==> src/rtl/sram_read_arbiter.sv <==
// Round-robin burst arbiter sharing one read SRAM port between NUM_REQ tile readers.
// Optional per-grant beat limit: define ARB_BURST_LIMIT_EN (limit = MAX_BURST beats).
module sram_read_arbiter #(
  parameter int unsigned NUM_REQ      = 2,
  parameter int unsigned ADDR_WIDTH   = 8,
  parameter int unsigned SRAM_WIDTH   = 64,
  parameter int unsigned SRAM_LATENCY = 1,
  parameter int unsigned MAX_BURST    = 16
) (
  input  logic                          i_clk,
  input  logic                          i_nrst,
  input  logic                          i_reg_clear,
  input  logic [NUM_REQ-1:0]            i_req_valid,
  input  logic [NUM_REQ*ADDR_WIDTH-1:0] i_req_addr,
  input  logic [NUM_REQ-1:0]            i_req_last,
  output logic [NUM_REQ-1:0]            o_req_ready,
  output logic                          o_sram_read_en,
  output logic [ADDR_WIDTH-1:0]         o_read_addr,
  input  logic [SRAM_WIDTH-1:0]         i_sram_data,
  output logic [NUM_REQ-1:0]            o_rsp_valid,
  output logic [SRAM_WIDTH-1:0]         o_rsp_data,
  output logic [$clog2(NUM_REQ)-1:0]    o_grant,
  output logic                          o_busy
);

  localparam int unsigned GW         = $clog2(NUM_REQ);
  localparam int unsigned PIPE_DEPTH = SRAM_LATENCY + 1;

  typedef enum logic {ST_IDLE, ST_BURST} state_e;

  state_e                  state_q;
  logic [GW-1:0]           grant_q;
  logic [GW-1:0]           rr_ptr_q;
  logic                    busy_q;
  logic [NUM_REQ-1:0]      req_ready_q;
  logic                    read_en_q;
  logic [ADDR_WIDTH-1:0]   read_addr_q;
  logic [NUM_REQ-1:0]      tag_pipe_q [PIPE_DEPTH];

  logic [GW-1:0]           grant_d;
  logic [GW-1:0]           scan_idx_c;
  logic [GW-1:0]           next_ptr_c;
  logic                    hit_c;
  logic                    accept_c;
  logic                    limit_c;
  logic                    release_c;
  logic [NUM_REQ-1:0]      grant_oh_c;
  logic [NUM_REQ-1:0]      hit_oh_c;
  logic [ADDR_WIDTH-1:0]   req_addr_c [NUM_REQ];
  logic [ADDR_WIDTH-1:0]   beat_addr_c;

  // Round-robin scan; iterating downward lets the smallest offset from rr_ptr win.
  always_comb begin
    hit_c      = 1'b0;
    grant_d    = rr_ptr_q;
    scan_idx_c = '0;
    for (int i = NUM_REQ - 1; i >= 0; i--) begin
      scan_idx_c = GW'((32'(rr_ptr_q) + 32'(i)) % NUM_REQ);
      if (i_req_valid[scan_idx_c]) begin
        hit_c   = 1'b1;
        grant_d = scan_idx_c;
      end
    end
  end

  always_comb begin
    for (int k = 0; k < NUM_REQ; k++) begin
      req_addr_c[k] = i_req_addr[k*ADDR_WIDTH +: ADDR_WIDTH];
    end
  end

  assign beat_addr_c = req_addr_c[grant_q];
  assign grant_oh_c  = NUM_REQ'(1) << grant_q;
  assign hit_oh_c    = NUM_REQ'(1) << grant_d;
  assign next_ptr_c  = (grant_q == GW'(NUM_REQ - 1)) ? '0 : grant_q + 1'b1;
  // ready is only ever one-hot on the grant while in BURST
  assign accept_c    = |(i_req_valid & req_ready_q);
  assign release_c   = accept_c & (i_req_last[grant_q] | limit_c);

`ifdef ARB_BURST_LIMIT_EN
  localparam int unsigned CNT_W = ($clog2(MAX_BURST + 1) > 8) ? $clog2(MAX_BURST + 1) : 8;

  logic [CNT_W-1:0] beat_cnt_q;

  assign limit_c = (beat_cnt_q == CNT_W'(MAX_BURST - 1));

  // Beats accepted under the current grant.
  always_ff @(posedge i_clk or negedge i_nrst) begin
    if (!i_nrst) begin
      beat_cnt_q <= '0;
    end else if (i_reg_clear || (state_q == ST_IDLE)) begin
      beat_cnt_q <= '0;
    end else if (accept_c) begin
      beat_cnt_q <= beat_cnt_q + 1'b1;
    end
  end
`else
  logic unused_cfg;

  assign limit_c    = 1'b0;
  assign unused_cfg = (MAX_BURST > 0);
`endif

  // Arbitration FSM, registered SRAM port and tag pipe.
  always_ff @(posedge i_clk or negedge i_nrst) begin
    if (!i_nrst) begin
      state_q     <= ST_IDLE;
      grant_q     <= '0;
      rr_ptr_q    <= '0;
      busy_q      <= 1'b0;
      req_ready_q <= '0;
      read_en_q   <= 1'b0;
      read_addr_q <= '0;
      for (int s = 0; s < PIPE_DEPTH; s++) tag_pipe_q[s] <= '0;
    end else if (i_reg_clear) begin
      state_q     <= ST_IDLE;
      grant_q     <= '0;
      rr_ptr_q    <= '0;
      busy_q      <= 1'b0;
      req_ready_q <= '0;
      read_en_q   <= 1'b0;
      read_addr_q <= '0;
      for (int s = 0; s < PIPE_DEPTH; s++) tag_pipe_q[s] <= '0;
    end else begin
      read_en_q     <= accept_c;
      read_addr_q   <= accept_c ? beat_addr_c : '0;
      tag_pipe_q[0] <= accept_c ? grant_oh_c : '0;
      for (int s = 1; s < PIPE_DEPTH; s++) tag_pipe_q[s] <= tag_pipe_q[s-1];
      case (state_q)
        ST_IDLE: begin
          if (hit_c) begin
            state_q     <= ST_BURST;
            grant_q     <= grant_d;
            req_ready_q <= hit_oh_c;
            busy_q      <= 1'b1;
          end
        end
        ST_BURST: begin
          if (release_c) begin
            state_q     <= ST_IDLE;
            req_ready_q <= '0;
            busy_q      <= 1'b0;
            rr_ptr_q    <= next_ptr_c;
          end
        end
        default: state_q <= ST_IDLE;
      endcase
    end
  end

  assign o_req_ready    = req_ready_q;
  assign o_sram_read_en = read_en_q;
  assign o_read_addr    = read_addr_q;
  assign o_rsp_valid    = tag_pipe_q[PIPE_DEPTH-1];
  assign o_rsp_data     = i_sram_data;
  assign o_grant        = grant_q;
  assign o_busy         = busy_q;

endmodule

==> config.mk <==
export PLATFORM = sky130hd
export DESIGN_NAME = sram_read_arbiter
export DESIGN_NICKNAME = d
export VERILOG_FILES = /design/src/rtl/sram_read_arbiter.sv
export SDC_FILE = /design/constraint.sdc
export NUM_CORES = 1
export LEC_CHECK = 0
export ABC_AREA = 1
export CELL_PAD_IN_SITES_DETAIL_PLACEMENT = 1
export CELL_PAD_IN_SITES_GLOBAL_PLACEMENT = 1
export CORE_MARGIN = 2
export CORE_UTILIZATION = 14
export CTS_BUF_LIST = sky130_fd_sc_hd__clkbuf_16
export CTS_CLUSTER_SIZE = 25
export DETAILED_ROUTE_END_ITERATION = 8
export GPL_TIMING_DRIVEN = 1
export PLACE_DENSITY = 0.78
export REMOVE_ABC_BUFFERS = 1
export SETUP_SLACK_MARGIN = 0.5
export SKIP_CTS_REPAIR_TIMING = 1
export SYNTH_ARGS = -nofsm -noshare
export SYNTH_HDL_FRONTEND = slang
export SYNTH_SLANG_ARGS = --single-unit
==> constraint.sdc <==
create_clock -name i_clk -period 0.9 [get_ports i_clk]
set_input_delay 0.18 -clock i_clk [delete_from_list [all_inputs] [get_ports i_clk]]
set_output_delay 0.18 -clock i_clk [all_outputs]
set_load 0.01 [all_outputs]
==> impl_metrics.env, run 1 <==
export IMPL_drive_gt1_share_pct=37.0
export IMPL_dpl_hpwl_mm=6.48
export IMPL_syn_to_final_growth_pct=16.8
export IMPL_max_freq_mhz=886
export IMPL_powerDensity_nw_per_um2=1520
export IMPL_final_nets=234
export IMPL_utilization_pct=16.7
export IMPL_hold_class="input port to asynchronous set/reset pin"
export IMPL_vias_per_cell=3.58
export IMPL_dp_slack_ns=-0.496
export IMPL_clkLatencyLatePin_ns=0.25
export IMPL_core_rowCount=35
export IMPL_n_antenna_cell=0
export IMPL_cp_max_fo=4
export IMPL_synth_cell_type_count=15
export IMPL_rr_worst_depth=9
export IMPL_worstMarginPinSlew_ns=0.277
export IMPL_core_area_sq_um=9110
export IMPL_port_buffers=37
export IMPL_slew_headroom_pct=81.5
export IMPL_ys_seq_area_share_pct=36.6
export IMPL_clock_skew_ns=0.00546
export IMPL_grt_overflow=0
export IMPL_layout_setup_ws_ns=-0.229
export IMPL_clk_pin_slew_ns=0.06
export IMPL_rsz0062_at_grt="true"
export IMPL_cts_root_buf="clkbuf_16"
export IMPL_ys_ff_latch=19
export IMPL_finalSetupViolations=30
export IMPL_n_fill_cell=1075
export IMPL_drt_first_pass_iters=7
export IMPL_violations="negative hold slack, negative setup slack"
export IMPL_clk_path_buf_depth=2
export IMPL_grt_pass1_vias=962
export IMPL_ctsHtreeMaxLevel=1
export IMPL_fp_dieW_um=100
export IMPL_drt_initial_drc_count=27
export IMPL_start_util_pct=14.3
export IMPL_synthesis_instances=157
export IMPL_fin_crit_sh_pct=125
export IMPL_cts_sinks=19
export IMPL_die_h_um=100
export IMPL_grt_pass1_wl_mm=9.36
export IMPL_post_drt_wl_per_cell_um=30.0
export IMPL_syn_area_per_cell_sq_um=8.28
export IMPL_crit_arrival_ns=1.27
export IMPL_setup_worst_path_class="flip-flop to flip-flop"
export IMPL_drt_total_wl_mm=7.70
export IMPL_synth_area_sq_um=1300
export IMPL_cp_end_kind="flip-flop"
export IMPL_ir_worst_vdd_mv=0.536
export IMPL_detail_route_antenna_nets=0
export IMPL_cts_made_buffers=3
export IMPL_start_kind="flip-flop"
export IMPL_grt_antenna_before_repair=0
export IMPL_cts_tree="done"
export IMPL_grt_max_degree=20
export IMPL_grtUsageTotal_pct=14.4
export IMPL_status="complete, but fails checks"
export IMPL_hold_viol=10
export IMPL_num_vias=921
export IMPL_io_pins=166
export IMPL_whs_ns=-0.0126
export IMPL_routabilityCongestion=0.793
export IMPL_power_leakage_nw=0.822
export IMPL_yosys_warnings=0
export IMPL_cap_violations=0
export IMPL_critical_path_required_ns=1.04
export IMPL_fin_crit_ns=1.13
export IMPL_dieArea_sq_um=10100
export IMPL_drc=0
export IMPL_drv_slew=0
==> path summary, 6_finish.rpt <==
| path | start | endpoint | slack (ns) |
|---|---|---|---|
| worst max-delay path | o_grant | o_req_ready[0] | -0.23 |
| min in group i_clk | i_reg_clear | o_sram_read_en | 0.30 |
| worst min register to register | tag_pipe_q[3] | o_rsp_valid[1] | 0.47 |
| max in group asynchronous | i_nrst | o_req_ready[1] | 0.76 |
| worst min-delay path | i_nrst | o_read_addr[7] | -0.01 |
| worst max register to register | o_grant | o_req_ready[0] | -0.23 |
==> synthesized netlist by cell type <==
cell type / instances / share of area [%]
a21oi_1: 2 / 0.77
buf_4: 66 / 38
buf_6: 1 / 0.87
dfrtp_1: 19 / 37
inv_1: 6 / 1.7
inv_2: 4 / 1.2
nand2_1: 41 / 12
nand2_2: 3 / 1.4
nand2_4: 2 / 1.7
nand3_1: 2 / 0.77
nor2_1: 6 / 1.7
nor2_8: 1 / 1.5
o211ai_1: 1 / 0.58
o21ai_0: 1 / 0.38
o21ai_1: 2 / 0.77
==> critical path: stages, from the launching register on <==
cell and delay [ns]:
dfrtp_1 0.39, buf_6 0.14, inv_4 0.05, nand2_2 0.04
nand2_2 0.08, nand2_2 0.05, nand2_2 0.07, nand2_2 0.08
nand2_1 0.07, nand2_1 0.05
==> cells by family (layout without fill, tap and decap cells) <==
logic type             after synthesis  count (layout)  share of synthesized area, %
DFF                                 19              19                          36.6
buffers and inverters               77              65                          41.9
AOI/OAI and AO/OA                    6               6                          2.50
and+or+nand+nor                     55              56                          19.1
==> where the power goes <==
part / total [W] / switching (W) / internal [W]
Combinational: 0.000455 / 0.000222 / 0.000233
Clock: 0.000915 / 0.000324 / 0.000591
Sequential: 0.000938 / 0.0000324 / 0.000906
Total: 0.00231 / 0.000578 / 0.00173
==> registers in the layout, indices dropped and copies added, names as in the netlist <==
| name | count |
|---|---|
| o_req_ready | 2 |
| o_grant | 1 |
| state_q | 1 |
| o_read_addr | 8 |
| o_sram_read_en | 1 |
| o_rsp_valid | 2 |
| rr_ptr_q | 1 |
| o_busy | 1 |
| tag_pipe_q | 2 |
==> final cells by class <==
type	count	area [sq um]	area share, %
well taps	111	139	9.14
clock inverters	1	3.75	0.247
clock buffers	3	75.1	4.94
multi-input cells	62	325	21.4
repair inverters	1	7.51	0.494
flip-flops and latches	19	475	31.3
repair buffers	50	450	29.7
inverters	10	42.5	2.80
==> per-layer routing <==
layer	GRT usage, %	up-vias	wire length (um)
li1	-	387	-
met1	10.1	401	1900
met2	17.4	123	2900
met3	25.8	10	2740
met4	4.32	0	160
met5	1.03	-	0
==> layout by cell type (no fill, tap or decap), drive strengths merged <==
cell type	n
dfrtp	19
o21ai	3
clkdlybuf4s50	18
a21oi	2
nor2	8
buf	15
clkinvlp	1
nand3	2
inv	11
dlymetal6s2s	5
clkbuf	15
o211ai	1
nand2	46
==> stage by stage <==
step / hold WS, ns / area (sq um) / std cells / total power [W] / setup TNS (ns)
floorplan: -0.116 / 793 / 90 / 0.00108 / -0.777
global placement: 0.360 / 1370 / 245 / 0.00135 / -9.31
detailed placement: 0.360 / 1370 / 245 / 0.00136 / -10.05
CTS: 0.281 / 1450 / 249 / 0.00229 / -9.46
global route: 0.0138 / 1520 / 257 / 0.00243 / -4.84
finish: -0.0126 / 1520 / 257 / 0.00231 / -3.12
No activity file was read; power rests on OpenSTA's default activity.
==> inputs of run 2 (changes only) <==
Settings changed: CORE_ASPECT_RATIO from default to 0.8.
==> impl_metrics.env, run 2 (synthesized netlist as in run 1, its figures left out) <==
export IMPL_dieArea_sq_um=10100
export IMPL_slew_headroom_pct=83.9
export IMPL_fin_crit_sh_pct=130
export IMPL_status="complete, but fails checks"
export IMPL_mostFrequentLayoutCells="36 x nand2_1, 20 x clkdlybuf4s50_1, 19 x dfrtp_1"
export IMPL_clk_path_buf_depth=2
export IMPL_r2r_slack_ns=-0.27
export IMPL_hold_class="input port to asynchronous set/reset pin"
export IMPL_setup_worst_path_class="flip-flop to flip-flop"
export IMPL_max_freq_mhz=856
export IMPL_power_leakage_nw=0.821
export IMPL_finalSetupViolations=31
export IMPL_path_cells="buf_6 > inv_4 > nand2_4 > nand2_4 > nand2_2 > nand2_2 > nand2_2 > nand2_1 > nand2_1"
export IMPL_ctsHtreeMaxLevel=1
export IMPL_post_drt_wl_per_cell_um=28.0
export IMPL_ir_worst_vdd_mv=0.395
export IMPL_detail_route_antenna_nets=0
export IMPL_rsz0062_at_grt="true"
export IMPL_powerDensity_nw_per_um2=1530
export IMPL_n_fill_cell=1052
export IMPL_final_common_cell="nand2_1"
export IMPL_drt_first_pass_iters=4
export IMPL_r2r_end="o_req_ready[1]"
export IMPL_utilization_pct=17.1
export IMPL_slowest_stage="dfrtp_1"
export IMPL_crit_arrival_ns=1.30
export IMPL_dpl_hpwl_mm=5.86
export IMPL_critical_path_required_ns=1.03
export IMPL_whs_ns=-0.0190
export IMPL_worstMarginPinSlew_ns=0.240
export IMPL_power_w=0.00236
export IMPL_clkLatencyLatePin_ns=0.25
export IMPL_violations="negative hold slack, negative setup slack"
export IMPL_start_util_pct=14.4
export IMPL_rr_worst_depth=9
export IMPL_num_vias=990
export IMPL_final_nets=236
export IMPL_clock_skew_ns=0.00214
export IMPL_cap_violations=0
export IMPL_cts_tree="done"
export IMPL_io_pins=166
export IMPL_port_buffers=37
export IMPL_drc=0
export IMPL_fp_dieW_um=112
export IMPL_cts_root_buf="clkbuf_16"
export IMPL_drt_initial_drc_count=40
export IMPL_start_kind="flip-flop"
export IMPL_grtUsageTotal_pct=13.7
export IMPL_core_area_sq_um=9040
export IMPL_die_h_um=90.2
export IMPL_drt_total_wl_mm=7.38
export IMPL_grt_overflow=0
export IMPL_layout_setup_ws_ns=-0.268
export IMPL_clk_pin_slew_ns=0.06
export IMPL_critPathMostFrequentCell="nand2_2"
export IMPL_core_rowCount=31
export IMPL_largest_register_ffs=8
export IMPL_grt_pass1_vias=1067
export IMPL_drv_slew=0
export IMPL_cp_end_kind="flip-flop"
export IMPL_cp_max_fo=3
export IMPL_vias_per_cell=3.76
export IMPL_n_antenna_cell=0
export IMPL_r2r_start="o_grant"
export IMPL_hold_viol=10
export IMPL_cts_made_buffers=3
export IMPL_grt_antenna_before_repair=0
export IMPL_grt_pass1_wl_mm=9.30
export IMPL_cts_sinks=19
export IMPL_grt_max_degree=20
export IMPL_drive_gt1_share_pct=35.1
export IMPL_slowest_delay_ns=0.41
export IMPL_fin_setup_tns_ns=-3.93
export IMPL_fin_crit_ns=1.17
export IMPL_syn_to_final_growth_pct=18.7
export IMPL_routabilityCongestion=0.707
run 2: cell count changes in the layout (fill, tap and decap cells not counted), moves of 2 or more:
cell,change
buf_4,+2
nand2_1,+3
clkdlybuf4s50_1,+2
nand2_2,-4
run 2: worst max-delay path: cells and delay by family, from the launching register on:
kind	cells	cell delay, ns
and+or+nand+nor	7	0.46
DFF	1	0.41
buffers and inverters	2	0.19
run 2: through the flow:
| step | cells | hold slack (ns) | worst slack [ns] | cell area, sq um |
|---|---|---|---|---|
| 3_3_place_gp | 253 | 0.360 | -0.437 | 1400 |
| 6_report | 263 | -0.0190 | -0.268 | 1540 |
| 5_1_grt | 263 | -0.00524 | -0.337 | 1540 |
| 4_1_cts | 257 | 0.272 | -0.484 | 1480 |
| 2_1_floorplan | 90 | -0.116 | -0.112 | 793 |
| 3_5_place_dp | 253 | 0.360 | -0.478 | 1400 |
run 2: worst max-delay path by stage:
| stage | start | end | slack (ns) | depth (start not counted) |
|---|---|---|---|---|
| final | o_grant | o_req_ready[1] | -0.27 | 9 |
| after floorplan | o_grant | o_req_ready[1] | -0.11 | 8 |
| after CTS | o_grant | o_grant | -0.48 | 1 |
| after detailed placement | i_reg_clear | o_read_addr[5] | -0.48 | 6 |
| after global placement | i_req_valid[0] | o_read_addr[5] | -0.44 | 7 |
| after global routing | o_grant | o_req_ready[1] | -0.34 | 9 |
run 2: layout make-up:
class / instances / area (sq um) / share of cell area, %
sequential: 19 / 475 / 30.8
timing repair buffer: 52 / 468 / 30.3
multi-input combinational: 62 / 325 / 21.1
tap: 115 / 144 / 9.33
clock buffer: 3 / 75.1 / 4.87
inverter: 10 / 42.5 / 2.76
timing repair inverter: 1 / 7.51 / 0.487
clock inverter: 1 / 5.00 / 0.324
run 2: power by group:
group / internal, W / switching (W) / leakage [nW]
Sequential: 0.000905 / 0.0000358 / 0.259
Clock: 0.000597 / 0.000356 / 0.0409
Combinational: 0.000241 / 0.000220 / 0.521
Total: 0.00174 / 0.000612 / 0.821
run 2: layer usage:
layer	track usage [%]	up-vias	wire, um
met1	15.1	471	2740
met2	14.5	121	2540
li1	-	388	-
met5	5.64	-	36
met3	18.6	8	2000
met4	2.88	2	62
